===== config.mk =====
export PLATFORM = sky130hd
export DESIGN_NAME = dmx_rx
export DESIGN_NICKNAME = d
export VERILOG_FILES = /design/src/rtl/dmx_rx.sv
export SDC_FILE = /design/constraint.sdc
export NUM_CORES = 1
export LEC_CHECK = 0
export ABC_CLOCK_PERIOD_IN_PS = 2200
export CAP_MARGIN = 10
export CELL_PAD_IN_SITES_DETAIL_PLACEMENT = 1
export CELL_PAD_IN_SITES_GLOBAL_PLACEMENT = 2
export CORE_ASPECT_RATIO = 0.5
export CORE_MARGIN = 1.5
export CORE_UTILIZATION = 34
export DETAILED_ROUTE_END_ITERATION = 8
export GPL_TIMING_DRIVEN = 0
export PLACE_DENSITY_LB_ADDON = 0.1
export SYNTH_ARGS = -nofsm -noshare
export SYNTH_HDL_FRONTEND = slang
export SYNTH_SLANG_ARGS = --single-unit
export TNS_END_PERCENT = 100

===== constraint.sdc =====
create_clock -name clk -period 2.2 [get_ports clk]
set_input_delay 0.55 -clock clk [delete_from_list [all_inputs] [get_ports clk]]
set_output_delay 0.55 -clock clk [all_outputs]
set_load 0.01 [all_outputs]

===== src/rtl/dmx_rx.sv =====
// DMX-512 receiver: 16x oversampled 8N2 framing with BREAK detection.
// Each delivered slot appears on data/slot together with a 1-cycle valid pulse; the start code
// (slot 0) is tagged in data[8]. Slots are dropped until a BREAK has been seen.
module dmx_rx #(
    parameter int unsigned BRK_BITS = 22,
    parameter int unsigned MAX_SLOT = 512
) (
    input  logic       clk,
    input  logic       rst,
    input  logic       baudEn,
    input  logic       rxd,
    output logic [8:0] data,
    output logic [9:0] slot,
    output logic       valid,
    output logic       brk,
    output logic       ferr,
    output logic       ovf
);

    localparam int unsigned RunMax = BRK_BITS * 16;
    localparam int unsigned RunW   = $clog2(RunMax + 1);
    localparam logic [RunW-1:0] RunMaxV  = RunW'(RunMax);
    localparam logic [9:0]      MaxSlotV = 10'(MAX_SLOT);

    typedef enum logic [2:0] {
        StIdle,
        StStart,
        StData,
        StStop1,
        StStop2,
        StWaitH
    } state_e;

    state_e          state_q, state_d;
    logic [1:0]      sync_q, sync_d;
    logic [3:0]      ph_q, ph_d;
    logic [2:0]      bitn_q, bitn_d;
    logic [7:0]      shift_q, shift_d;
    logic [RunW-1:0] run_q, run_d;
    logic [9:0]      next_q, next_d;
    logic            synced_q, synced_d;
    logic [8:0]      data_q, data_d;
    logic [9:0]      slot_q, slot_d;
    logic            valid_q, valid_d;
    logic            brk_q, brk_d;
    logic            ferr_q, ferr_d;
    logic            ovf_q, ovf_d;
    logic            rxs;

    assign rxs   = sync_q[1];
    assign data  = data_q;
    assign slot  = slot_q;
    assign valid = valid_q;
    assign brk   = brk_q;
    assign ferr  = ferr_q;
    assign ovf   = ovf_q;

    // Two-flop synchronizer for the asynchronous line; idles high out of reset.
    always_comb begin
        sync_d = {sync_q[0], rxd};
    end

    // Next-state logic: everything but the synchronizer and pulse clearing waits for baudEn.
    always_comb begin
        state_d  = state_q;
        ph_d     = ph_q;
        bitn_d   = bitn_q;
        shift_d  = shift_q;
        run_d    = run_q;
        next_d   = next_q;
        synced_d = synced_q;
        data_d   = data_q;
        slot_d   = slot_q;
        valid_d  = 1'b0;
        brk_d    = 1'b0;
        ferr_d   = 1'b0;
        ovf_d    = 1'b0;

        if (baudEn) begin
            // Low-time measurement used to tell a BREAK from a framing error.
            if (rxs) begin
                run_d = '0;
            end else if (run_q != RunMaxV) begin
                run_d = run_q + 1'b1;
            end

            // Phase free-runs from start-bit detection; every decision is made at ph=7,
            // i.e. mid-bit, so one full bit separates consecutive samples.
            ph_d = ph_q + 4'd1;

            case (state_q)
                StIdle: begin
                    if (!rxs) begin
                        state_d = StStart;
                        ph_d    = '0;
                    end
                end
                StStart: begin
                    if (ph_q == 4'd7) begin
                        if (rxs) begin
                            state_d = StIdle;
                        end else begin
                            state_d = StData;
                            bitn_d  = '0;
                        end
                    end
                end
                StData: begin
                    if (ph_q == 4'd7) begin
                        shift_d = {rxs, shift_q[7:1]};
                        bitn_d  = bitn_q + 3'd1;
                        if (bitn_q == 3'd7) begin
                            state_d = StStop1;
                        end
                    end
                end
                StStop1: begin
                    if (ph_q == 4'd7) begin
                        state_d = rxs ? StStop2 : StWaitH;
                    end
                end
                StStop2: begin
                    if (ph_q == 4'd7) begin
                        if (rxs) begin
                            state_d = StIdle;
                            if (synced_q) begin
                                if (next_q <= MaxSlotV) begin
                                    data_d  = {(next_q == 10'd0), shift_q};
                                    slot_d  = next_q;
                                    valid_d = 1'b1;
                                    next_d  = next_q + 10'd1;
                                end else begin
                                    ovf_d = 1'b1;
                                end
                            end
                        end else begin
                            state_d = StWaitH;
                        end
                    end
                end
                StWaitH: begin
                    // Classified only once the line returns high.
                    if (rxs) begin
                        state_d = StIdle;
                        if (run_q >= RunMaxV) begin
                            brk_d    = 1'b1;
                            synced_d = 1'b1;
                            next_d   = '0;
                        end else begin
                            ferr_d   = 1'b1;
                            synced_d = 1'b0;
                        end
                    end
                end
                default: begin
                    state_d = StIdle;
                end
            endcase
        end
    end

    // State and output registers.
    always_ff @(posedge clk or posedge rst) begin
        if (rst) begin
            state_q  <= StIdle;
            sync_q   <= 2'b11;
            ph_q     <= '0;
            bitn_q   <= '0;
            shift_q  <= '0;
            run_q    <= '0;
            next_q   <= '0;
            synced_q <= 1'b0;
            data_q   <= '0;
            slot_q   <= '0;
            valid_q  <= 1'b0;
            brk_q    <= 1'b0;
            ferr_q   <= 1'b0;
            ovf_q    <= 1'b0;
        end else begin
            state_q  <= state_d;
            sync_q   <= sync_d;
            ph_q     <= ph_d;
            bitn_q   <= bitn_d;
            shift_q  <= shift_d;
            run_q    <= run_d;
            next_q   <= next_d;
            synced_q <= synced_d;
            data_q   <= data_d;
            slot_q   <= slot_d;
            valid_q  <= valid_d;
            brk_q    <= brk_d;
            ferr_q   <= ferr_d;
            ovf_q    <= ovf_d;
        end
    end

endmodule

Word level (Yosys, flattened, before mapping)
Index checks and enable logic that the tools add are counted.

Register bits: 63. Latch bits: 0. Memory bits (writable): 0. Bits in read-only memories: 0. Bits of input ports: 4. Output and inout bits: 23. Word-level logic and storage cells: 98. Memories: 0.

Add/sub/neg operators: 4. $mul: 0. Div/mod/pow operators: 0. Order comparisons: 2. Equal/unequal tests: 20. Shifts and indexed selects: 0. Mux-type cells: 46. Bitwise operators: 0. Reduce and logical (&&, ||, !) cells: 12.

Operators with widths (count): 2-to-1 mux 10 bit (6); 2-to-1 mux 3 bit (11); != test 2 bit (second input constant) (12); 2-to-1 mux 1 bit (21); one-hot mux 10 bit (2 select lines) (1); 2-to-1 mux 9 bit (2); one-hot mux 3 bit (6 select lines) (1); AND reduction 8 bit (2); adder 10 x 1 -> 10 bit (second input constant) (1); <= comparator 10 bit (second input constant) (1); zero test 10 bit (1); adder 9 x 1 -> 9 bit (second input constant) (1); equality test 3 bit (second input constant) (3); greater-or-equal comparator 9 bit (second input constant) (1); != test 9 bit (second input constant) (1); 2-to-1 mux 4 bit (2); equality test 3 x 2 -> 1 bit (second input constant) (2); one-hot mux 3 bit (2 select lines) (1); AND reduction 3 bit (2); AND reduction 6 bit (1); nonzero test 2 bit (3); AND reduction 5 bit (1); adder 4 x 1 -> 4 bit (second input constant) (1); equality test 4 x 3 -> 1 bit (second input constant) (1); other kinds (5) (5).

Logic depth before layout (Yosys ltp)
Depth after elaboration: 7. Depth in mapped cells: 8. Mapped depth without buffers: 7.

Worst setup path before layout
Ideal clock, no wire load.

Kind: flip-flop to flip-flop. Start: register next_q[0]. End: register slot_q[4] (netlist: slot[4]). Library setup time: 128 ps. Arrival time: 2010 ps. Data required time: 2072 ps. Slack: 63 ps. Cell stages (with the launch flop): 9. Buffers on the path: 1. Clock period less this slack: 2137 ps. Cells stage by stage: dfrtp_1 -> inv_1 -> ha_1 -> or4b_4 -> o21ai_4 -> nand2_4 -> clkinv_2 -> buf_6 -> mux2_1.

Word-level cells in the longest chain between the ends: 2.

Ends and longest elaborated chain: start: declaration (RTL line 40) `logic [9:0] next_q, next_d;`; start signal: assignment (RTL line 186) `next_q <= next_d;`; <= comparator 10 bit (RTL line 127) `if (next_q <= MaxSlotV) begin`; AND reduction 6 bit (no source line); end signal: assignment (RTL line 189) `slot_q <= slot_d;`; end: declaration (RTL line 43) `logic [9:0] slot_q, slot_d;`.

No other way between the ends. A chain may end at the register's enable or synchronous reset.

Worst setup path after layout
Start: register next_q[0]. End: register next_q[1].

Word-level cells in the longest chain between the ends: 6. Elaborated cells between the ends (all ways): 9. Classes of those cells: add/sub: 1; order compare: 1; eq/ne: 1; mux: 5; reduce/logical: 1.

Ends and longest elaborated chain: adder 10 x 1 -> 10 bit (RTL line 131) `next_d = next_q + 10'd1;`; 2-to-1 mux 10 bit (RTL line 127); 2-to-1 mux 10 bit (RTL line 126) `if (synced_q) begin`; 2-to-1 mux 10 bit (RTL line 124) `if (rxs) begin`; 2-to-1 mux 10 bit (RTL line 123) `if (ph_q == 4'd7) begin`; one-hot mux 10 bit (2 select lines) (RTL line 91) `case (state_q)`.

Parallel ways exist; a longest one is shown, timed or not. The select of a mux whose other input is x is not followed.

==> flow_summary.toml <==
[status]
status = "finished clean"

[logic_synthesis]
synth_top_area_cell = "dfrtp_1"
synth.top_cells.by_area = "dfrtp_1 (52%), mux2_1 (6.5%), ha_1 (3.0%)"
synth_xor_area_share_pct = 1.78
ys_types = 52
synth-edff-count = 0
synthAdderAreaFrac_pct = 2.96
syn_area_mm2 = 0.00296
synth_warnings = 0
syn_nets = 277
synthCells = 266
synth.avg_cell_area_um2 = 11.1
yosys.area_share.simple_pct = 15.8
synth_compound_area_share_pct = 11.9
synth_async_sr_flop_share_pct = 100
synth_top_area_share_pct = 51.7
ys_seq_elements = 63
ys.flop_type = "dfrtp_1"
synth_top_family_by_area = "simple AND/OR/NAND/NOR gates"
synth_mux_area_share_pct = 10.5
seq_area_frac_synth_pct = 53.4

[timing]
setup_tns_ns = 0
fin_crit_sh_pct = 96.5
worst_slack_ns = 0.0774
setup_viol = 0
period_needed_ns = 2.12
slew_viol_final = 0
tightest_slew_ns = 0.680
slew_headroom_pct = 54.3
hold_violations = 0
rsz0062_at_grt = "false"
timing.fmax_mhz = 471
skew_ns = 0.00720

[place]
gp_congestion = 0.754
place_hpwl_um = 4720
pre_cts_ws_ns = -0.666
portBuffers = 26

[critical_path]
worstSetupStartpointType = "flip-flop"
cp_cell_sequence = "inv_2 > ha_1 > or4b_4 > o21ai_4 > buf_6 > o211a_1 > buf_6 > mux2i_1"
worstPathMaxFanout = 10
crit_arrival_ns = 2.38
cp-startpoint = "next_q[0]$_DFFE_PP0P_"
reg2reg_from = "next_q[0]$_DFFE_PP0P_"
critPathKind = "flip-flop to flip-flop"
crit_path_frequent_cell = "buf_6"
cp_slowest_stage_delay_ns = 0.49
reg2reg_depth = 8
r2r-end = "next_q[1]$_DFFE_PP0P_"
cp_slowest_cell = "or4b_4"
r2r_setup_slack_ns = 0.08
cp.required_ns = 2.46
crit_end = "next_q[1]$_DFFE_PP0P_"
end_kind = "flip-flop"

[clock_network]
ctsHoldBuffers = 0
numCtsBuffers = 9
h-tree-depth = 3
clock-sinks = 63
cts-root-buf = "clkbuf_16"
cts_buffer_depth = 2
clkTransAtPathRegs_ns = 0.06
clk_latency_ns = 0.33
cts_tree = "yes"

[routing]
wire_per_inst_um = 16.2
routed_wl_um = 6870
drt-initial-drc-count = 99
drtAntennaViolNets = 0
routed_via_density = 5.18
firstDrtPassIters = 4
via_count = 2195
drcViolationCount = 0

[power]
switchingPower_uw = 769
p_per_area_mw_per_mm2 = 808
ir_worst_vdd_v = 0.000413
switching_share_pct = 25.6
p_leak_nw = 1.76
seqPwrFrac_pct = 42.3
intPower_mw = 2.24
combPwrFrac_pct = 9.8
clockPowerShare_pct = 47.9

[die]
rows = 23
die_w_um = 135
die_h_um = 68.9
dieArea_mm2 = 0.00929
initial_core_util_pct = 36.0
core_mm2 = 0.00820
io_pins = 27

[cells_and_area]
drive_gt1_share_pct = 15.7
n_antenna_cell = 0
syn2layout_area_growth_pct = 26.0
final_nets = 318

[run]
cap_viol_max_count = 0

[grt]
grt_pass1_wl_um = 11500
grt_max_degree = 39
antenna_found_initial = 0
grt_pass1_vias = 2272
grt-ovfl-total = 0
grt_use_total_pct = 16.6

[min_path]
hold_class = "flip-flop to flip-flop"
-- synth_stat cells, drive strengths merged (2+ instances only) --
master,n
mux2,24
nand4,4
or4,2
dfrtp,61
a41oi,2
clkbuf,6
nor3,4
xnor2,3
mux2i,4
ha,7
a21oi,12
and2,3
nor4,3
nor3b,2
or4b,2
and3,5
o21a,2
nand2b,2
dfstp,2
nand3,6
o211ai,2
a31oi,12
buf,5
xor2,3
nor2,14
nand2,21
and4,3
a32o,2
nand3b,2
inv,13
o21ai,14
or2,5
-- cells in the final DEF (no fill, tap or decap), types with 3 or more instances in the layout --
cell type and n:
inv_1 11, or2_2 5, and4_1 3, clkbuf_16 9, clkinvlp_4 3, and3_1 5
nand3_1 6, dfrtp_1 61, clkinv_4 3, buf_4 5, a31oi_1 12, nor2_1 14
xor2_1 3, nand4_1 4, and2_1 3, nor3_1 4, a21oi_1 12, nand2_1 20
xnor2_1 3, clkbuf_1 5, clkdlybuf4s50_1 25, ha_1 7, mux2_2 7, o21ai_0 12
mux2i_1 4, nor4_1 3, mux2_1 17
-- state kept, by name, summed over array words and instances (netlist names) --
| register | count |
|---|---|
| data | 9 |
| ph_q | 4 |
| run_q | 9 |
| shift_q | 8 |
| sync_q | 2 |
| bitn_q | 3 |
| valid | 1 |
| state_q | 3 |
| synced_q | 1 |
| next_q | 10 |
| ferr | 1 |
| brk | 1 |
| slot | 10 |
| ovf | 1 |
-- power by group through the flow --
stage	combinational, mW	clock (mW)	sequential, mW
floorplan	0.218	0	1.27
CTS	0.299	1.48	1.27
global placement	0.277	0	1.28
finish	0.295	1.44	1.27
global route	0.341	1.54	1.28
detailed placement	0.296	0	1.29
-- metal layers --
layer  part of all wire (%)  vias up  GRT usage, %
met1                     49     1097          20.8
met5                      0        -             0
met2                     45       40          27.2
met4                    1.6        0          7.80
met3                    4.1       12          4.97
li1                       -     1046             -
-- worst min-delay path by stage --
stage | start | end | slack (ns) | depth (start not counted)
final | sync_q[0]$_DFF_PP1_ | sync_q[1]$_DFF_PP1_ | 0.36 | 0
after global routing | sync_q[0]$_DFF_PP1_ | sync_q[1]$_DFF_PP1_ | 0.36 | 0
after CTS | sync_q[0]$_DFF_PP1_ | sync_q[1]$_DFF_PP1_ | 0.36 | 0
after detailed placement | sync_q[0]$_DFF_PP1_ | sync_q[1]$_DFF_PP1_ | 0.35 | 0
after global placement | sync_q[0]$_DFF_PP1_ | sync_q[1]$_DFF_PP1_ | 0.35 | 0
after floorplan | sync_q[0]$_DFF_PP1_ | sync_q[1]$_DFF_PP1_ | 0.35 | 0
-- what timing repair did --
item,CTS,global route
gates resized for setup,5,5
endpoints found under the setup margin,24,22
pin swaps,2,1
setup buffers,2,2
-- kinds of logic (layout without fill, tap and decap cells) --
family,after synthesis,count (layout)
xor gates and xnor gates,6,6
AOI/OAI and AO/OA,54,54
DFF,63,63
muxes,28,28
adders and majority gates,7,7
buffers and inverters,25,71
and+or+nand+nor,83,83
-- worst max-delay path, delay by kind of cell (launching register included) --
family,cells,cell delay [ns]
flops,1,0.42
simple gates,1,0.49
mux,1,0.18
fa+ha+maj,1,0.15
compound gates,2,0.39
buf+inv,3,0.41
-- metrics by stage --
step,cells,cell area (um2),hold slack (ns),util [%],power (mW)
floorplan,266,2960,0.345,-,1.49
global placement,404,3360,0.346,40.9,1.56
detailed placement,405,3380,0.348,41.2,1.58
CTS,423,3710,0.356,45.2,3.05
global route,424,3720,0.357,45.4,3.16
finish,424,3720,0.355,45.4,3.01
-- cell type report --
cell class,count,area [um2]
fill,907,4480
sequential,63,1580
multi-input combinational,178,1270
timing repair buffer,31,313
clock buffer,10,239
tap,112,140
clock inverter,6,70.1
inverter,14,57.6
buffer,10,55.1
No activity file was read; power rests on OpenSTA's default activity.
